[src/rtl/dram_port_arbiter.sv]
// rtl/dram_port_arbiter.sv - round-robin arbiter sharing one DRAM request channel between icache and dcache
module dram_port_arbiter #(
  parameter int ADDR_W      = 32,
  parameter int WORD_W      = 32,
  parameter int BLOCK_WORDS = 4
) (
  input  logic                                 clock,
  input  logic                                 reset,
  input  logic [ADDR_W-1:0]                    p1_address,
  input  logic                                 p1_request,
  output logic [BLOCK_WORDS-1:0][WORD_W-1:0]   p1_read_data,
  output logic                                 p1_acknowledge,
  input  logic [ADDR_W-1:0]                    p2_address,
  input  logic                                 p2_we,
  input  logic [BLOCK_WORDS-1:0][WORD_W-1:0]   p2_write_data,
  input  logic                                 p2_request,
  output logic [BLOCK_WORDS-1:0][WORD_W-1:0]   p2_read_data,
  output logic                                 p2_acknowledge,
  output logic [ADDR_W-1:0]                    mem_address,
  output logic                                 mem_we,
  output logic [BLOCK_WORDS-1:0][WORD_W-1:0]   mem_write_data,
  output logic                                 mem_request,
  input  logic [BLOCK_WORDS-1:0][WORD_W-1:0]   mem_read_data,
  input  logic                                 mem_ready,
  output logic                                 dram_busy,
  output logic [1:0]                           grant_debug
);

  typedef enum logic [1:0] {S_IDLE, S_ISSUE, S_WAIT, S_RESP} state_t;

  localparam logic [1:0] GNT_NONE = 2'b00;
  localparam logic [1:0] GNT_P1   = 2'b01;
  localparam logic [1:0] GNT_P2   = 2'b10;

  state_t state, state_nxt;
  logic   last_p2, last_p2_nxt;
  logic   grant_p2;

  logic [ADDR_W-1:0]                  mem_address_nxt;
  logic                               mem_we_nxt;
  logic [BLOCK_WORDS-1:0][WORD_W-1:0] mem_write_data_nxt;
  logic                               mem_request_nxt;
  logic [BLOCK_WORDS-1:0][WORD_W-1:0] p1_read_data_nxt;
  logic [BLOCK_WORDS-1:0][WORD_W-1:0] p2_read_data_nxt;
  logic                               p1_acknowledge_nxt;
  logic                               p2_acknowledge_nxt;
  logic                               dram_busy_nxt;
  logic [1:0]                         grant_debug_nxt;

  // Port 2 wins when alone or when port 1 was served last; otherwise port 1.
  assign grant_p2 = p2_request && (!p1_request || !last_p2);

  always_ff @(posedge clock) begin
    if (reset) begin
      state          <= S_IDLE;
      last_p2        <= 1'b0;
      mem_address    <= '0;
      mem_we         <= 1'b0;
      mem_write_data <= '0;
      mem_request    <= 1'b0;
      p1_read_data   <= '0;
      p2_read_data   <= '0;
      p1_acknowledge <= 1'b0;
      p2_acknowledge <= 1'b0;
      dram_busy      <= 1'b0;
      grant_debug    <= GNT_NONE;
    end else begin
      state          <= state_nxt;
      last_p2        <= last_p2_nxt;
      mem_address    <= mem_address_nxt;
      mem_we         <= mem_we_nxt;
      mem_write_data <= mem_write_data_nxt;
      mem_request    <= mem_request_nxt;
      p1_read_data   <= p1_read_data_nxt;
      p2_read_data   <= p2_read_data_nxt;
      p1_acknowledge <= p1_acknowledge_nxt;
      p2_acknowledge <= p2_acknowledge_nxt;
      dram_busy      <= dram_busy_nxt;
      grant_debug    <= grant_debug_nxt;
    end
  end

  always_comb begin
    state_nxt = state;
    case (state)
      S_IDLE:  if (p1_request || p2_request) state_nxt = S_ISSUE;
      S_ISSUE: state_nxt = mem_ready ? S_RESP : S_WAIT;
      S_WAIT:  if (mem_ready) state_nxt = S_RESP;
      S_RESP:  state_nxt = S_IDLE;
      default: state_nxt = S_IDLE;
    endcase
  end

  always_comb begin
    last_p2_nxt        = last_p2;
    mem_address_nxt    = mem_address;
    mem_we_nxt         = mem_we;
    mem_write_data_nxt = mem_write_data;
    mem_request_nxt    = mem_request;
    p1_read_data_nxt   = p1_read_data;
    p2_read_data_nxt   = p2_read_data;
    p1_acknowledge_nxt = 1'b0;
    p2_acknowledge_nxt = 1'b0;
    grant_debug_nxt    = grant_debug;
    // Registered copy of the state decode so dram_busy tracks state exactly.
    dram_busy_nxt      = (state_nxt != S_IDLE);
    case (state)
      S_IDLE: begin
        if (p1_request || p2_request) begin
          mem_address_nxt    = grant_p2 ? p2_address : p1_address;
          mem_we_nxt         = grant_p2 && p2_we;
          mem_write_data_nxt = grant_p2 ? p2_write_data : '0;
          mem_request_nxt    = 1'b1;
          grant_debug_nxt    = grant_p2 ? GNT_P2 : GNT_P1;
          last_p2_nxt        = grant_p2;
        end
      end
      S_ISSUE, S_WAIT: begin
        if (mem_ready) begin
          mem_request_nxt = 1'b0;
          if (grant_debug == GNT_P2) begin
            p2_acknowledge_nxt = 1'b1;
            if (!mem_we) p2_read_data_nxt = mem_read_data;
          end else begin
            p1_acknowledge_nxt = 1'b1;
            if (!mem_we) p1_read_data_nxt = mem_read_data;
          end
        end
      end
      S_RESP: grant_debug_nxt = GNT_NONE;
      default: ;
    endcase
  end

endmodule
[config.mk]
export PLATFORM = sky130hd
export DESIGN_NAME = dram_port_arbiter
export DESIGN_NICKNAME = d
export VERILOG_FILES = /design/src/rtl/dram_port_arbiter.sv
export SDC_FILE = /design/constraint.sdc
export NUM_CORES = 1
export LEC_CHECK = 0
export ABC_AREA = 1
export CAP_MARGIN = 25
export CORE_AREA = 2 2 288 290
export CTS_BUF_LIST = sky130_fd_sc_hd__clkbuf_16
export DETAILED_ROUTE_END_ITERATION = 6
export DIE_AREA = 0 0 290 292
export GPL_TIMING_DRIVEN = 1
export PLACE_DENSITY_LB_ADDON = 0.05
export SLEW_MARGIN = 20
export SYNTH_ARGS = -nofsm -noshare
export SYNTH_HDL_FRONTEND = slang
export SYNTH_SLANG_ARGS = --single-unit
[constraint.sdc]
create_clock -name clock -period 2.3 [get_ports clock]
set_input_delay 0.23 -clock clock [delete_from_list [all_inputs] [get_ports clock]]
set_output_delay 0.23 -clock clock [all_outputs]
set_load 0.02 [all_outputs]
==> run summary <==
minimum clock period: 2110 ps
cell mode on critical path: buf_12
fin. max-slew vios: 0
syn_nets: 2347
first-pass GRT wire length: 110 mm
worst skew pair latency: 620 ps
Vias/cell: 4.15
Cell Area, Synth: 15400 um2
H-tree depth: 2
CP max FO: 74
power per cell area: 802 nW/um2
Worst Max-Slew Pin Slew: 1150 ps
Crit path largest cell delay: 420 ps
worst path arrival time: 2560 ps
critical path type: reg2reg
synthesis-to-layout area growth: 68.3%
grt ovf: 0
Worst Skew: 15.4 ps
synthesized area per cell: 7.62 um2
yosys warns: 0
Worst Setup Start Kind: register
Initial Util: 18.8%
Slew HR: 23.3%
critical path's slowest cell: dfxtp_1
hold buffer count at CTS: 0
core area: 81600 um2
Die X: 290 um
gr usage total: 17.2%
number of global-route vias before repair: 15900
final worst slack: 188 ps
max cap viols: 0
Hold Vio Cnt, Final: 0
DR pass1 iterations: 5
Clock Pin Slew Worst Setup and Hold Paths: 60 ps
GP Congestion: 0.791
Die Ht: 292 um
Max Fclk: 474 MHz
FF+latch count, synth: 426
Starting DRT DRC Count: 559
Num Clock Sinks: 426
CTS buffer count: 55
Seq. cell area: 8530 um2
count of final setup violators: 0
post-route ant nets: 0
row cnt: 105
initial antenna violation count: 9
die footprint: 84700 um2
area of the multi-input gates: 6030 um2
status: complete, no violations
unrepaired setup endpoints after global routing: no
FILL cells: 8706
clk root buf: clkbuf_16
worst vdd ir: 0.000488 V
Layout Nets: 3033
Max Root-Sink Buffers: 3
WL final: 76.5 mm
Hold WC Path Type: in2reg
fin crit share: 91.8%
Post-Place Setup Slack: 104 ps
DRC Markers: 0
P_leak: 9.36 nW
worst path cell trace: inv_1, ha_1, nand2_2, nor2_4, buf_12, nand2_4, buf_12, nand2_1, a21oi_1
post-synthesis cell type count: 22
post-layout util: 31.7%
CTS tree: built
Required @ worst endpoint: 2750 ps
Crit. End Element: register
io pins: 749
cells after synthesis: 2017
dominant cell type by area after synthesis: dfxtp_1
detailed-route via count: 15900
share of the synthesized area in the top cell type: 55.5%
top cells by area, synth: dfxtp_1, nand2_1, nor2_1, a21oi_1, o21ai_0
DR WL/cell: 20.0 um
largest net degree at the start of global routing: 199
DP Wirelength: 54.2 mm
Seq/Total Area, Yosys: 55.5%
I/O Buffers: 748
share of cells above drive strength 1: 4.55%
Sum Neg Setup Slack: 0 ps
[synthesized netlist by cell type (all sizes together)]
library cell	n
a21oi	261
buf	77
clkbuf	81
clkinv	1
dfxtp	426
ha	4
inv	43
nand2	463
nand3	134
nor2	359
nor3	3
o21ai	164
o21bai	1
[through the flow]
stage,hold WS [ps],cell area (um2),cells,total power (W)
2_1_floorplan,374,15400,2017,0.0101
3_3_place_gp,448,24100,3714,0.0125
3_5_place_dp,452,24100,3714,0.0125
4_1_cts,60.9,25800,3816,0.0211
5_1_grt,95.4,25800,3818,0.0218
6_report,90.1,25900,3821,0.0207
[where the power goes]
part           internal, W  total, W  switching (W)
Sequential         0.00787   0.00813       0.000256
Clock              0.00493   0.00847        0.00354
Combinational      0.00183   0.00415        0.00231
Total               0.0146    0.0207        0.00611
[final timing paths]
path / start / endpoint / slack (ps) / cells after the start
min reg2reg: p1_read_data[86] / p1_read_data[86] / 460 / 2
max reg2reg: state[1] / p1_read_data[42] / 190 / 9
max: state[1] / p1_read_data[42] / 190 / 9
min: reset / p2_read_data[56] / 90 / 4
[registers in the layout (all words and copies together), names as in the netlist]
register        cells
mem_we              1
mem_request         1
mem_address        32
last_p2             1
state               2
dram_busy           1
grant_debug         2
p2_read_data      128
p1_read_data      128
p2_acknowledge      1
p1_acknowledge      1
mem_write_data    128
[layout make-up]
cell class | count | share of cell area, %
diodes | 3 | 0.0290
clock buffers | 56 | 5.42
clock inverters | 46 | 1.30
inverters | 44 | 0.658
multi-input cells | 1389 | 23.3
flip-flops and latches | 426 | 33.0
well taps | 1070 | 5.18
repair buffers | 787 | 31.1
[what timing repair did]
action / 4_1_cts / 5_1_grt
resized for setup: 0 / 1
setup endpoints to repair: 0 / 30
buffers inserted: 0 / 1
[kinds of logic (layout without fill, tap and decap cells)]
kind of cell	Yosys count	in the layout	synth area share [%]
other	0	3	0
buffers and inverters	202	933	5.56
adders and majority gates	4	4	0.326
and+or+nand+nor	959	959	24.7
DFF	426	426	55.5
AOI/OAI and AO/OA	426	426	13.9
[per-layer routing]
layer	share of wire, %	track usage (%)	vias to the layer above
li1	-	-	7904
met4	1.8	3.96	16
met2	49	30.4	502
met3	8.5	6.68	91
met5	0.12	0	-
met1	40	19.5	7344
[placed cells by master (no fill, tap or decap), drive strengths merged]
cell	instances
a21oi	261
buf	39
bufinv	5
clkbuf	57
clkdlybuf4s50	747
clkinv	27
clkinvlp	1
dfxtp	426
diode	3
ha	4
inv	57
nand2	463
nand3	134
nor2	359
nor3	3
o21ai	164
o21bai	1
[worst max-delay path: cells and delay by family (launching register included)]
kind / cells / cell delay [ps]
buffers and inverters: 3 / 580
and+or+nand+nor: 4 / 510
DFF: 1 / 420
adders and majority gates: 1 / 320
AOI/OAI and AO/OA: 1 / 60
No activity file was read; power rests on OpenSTA's default activity.
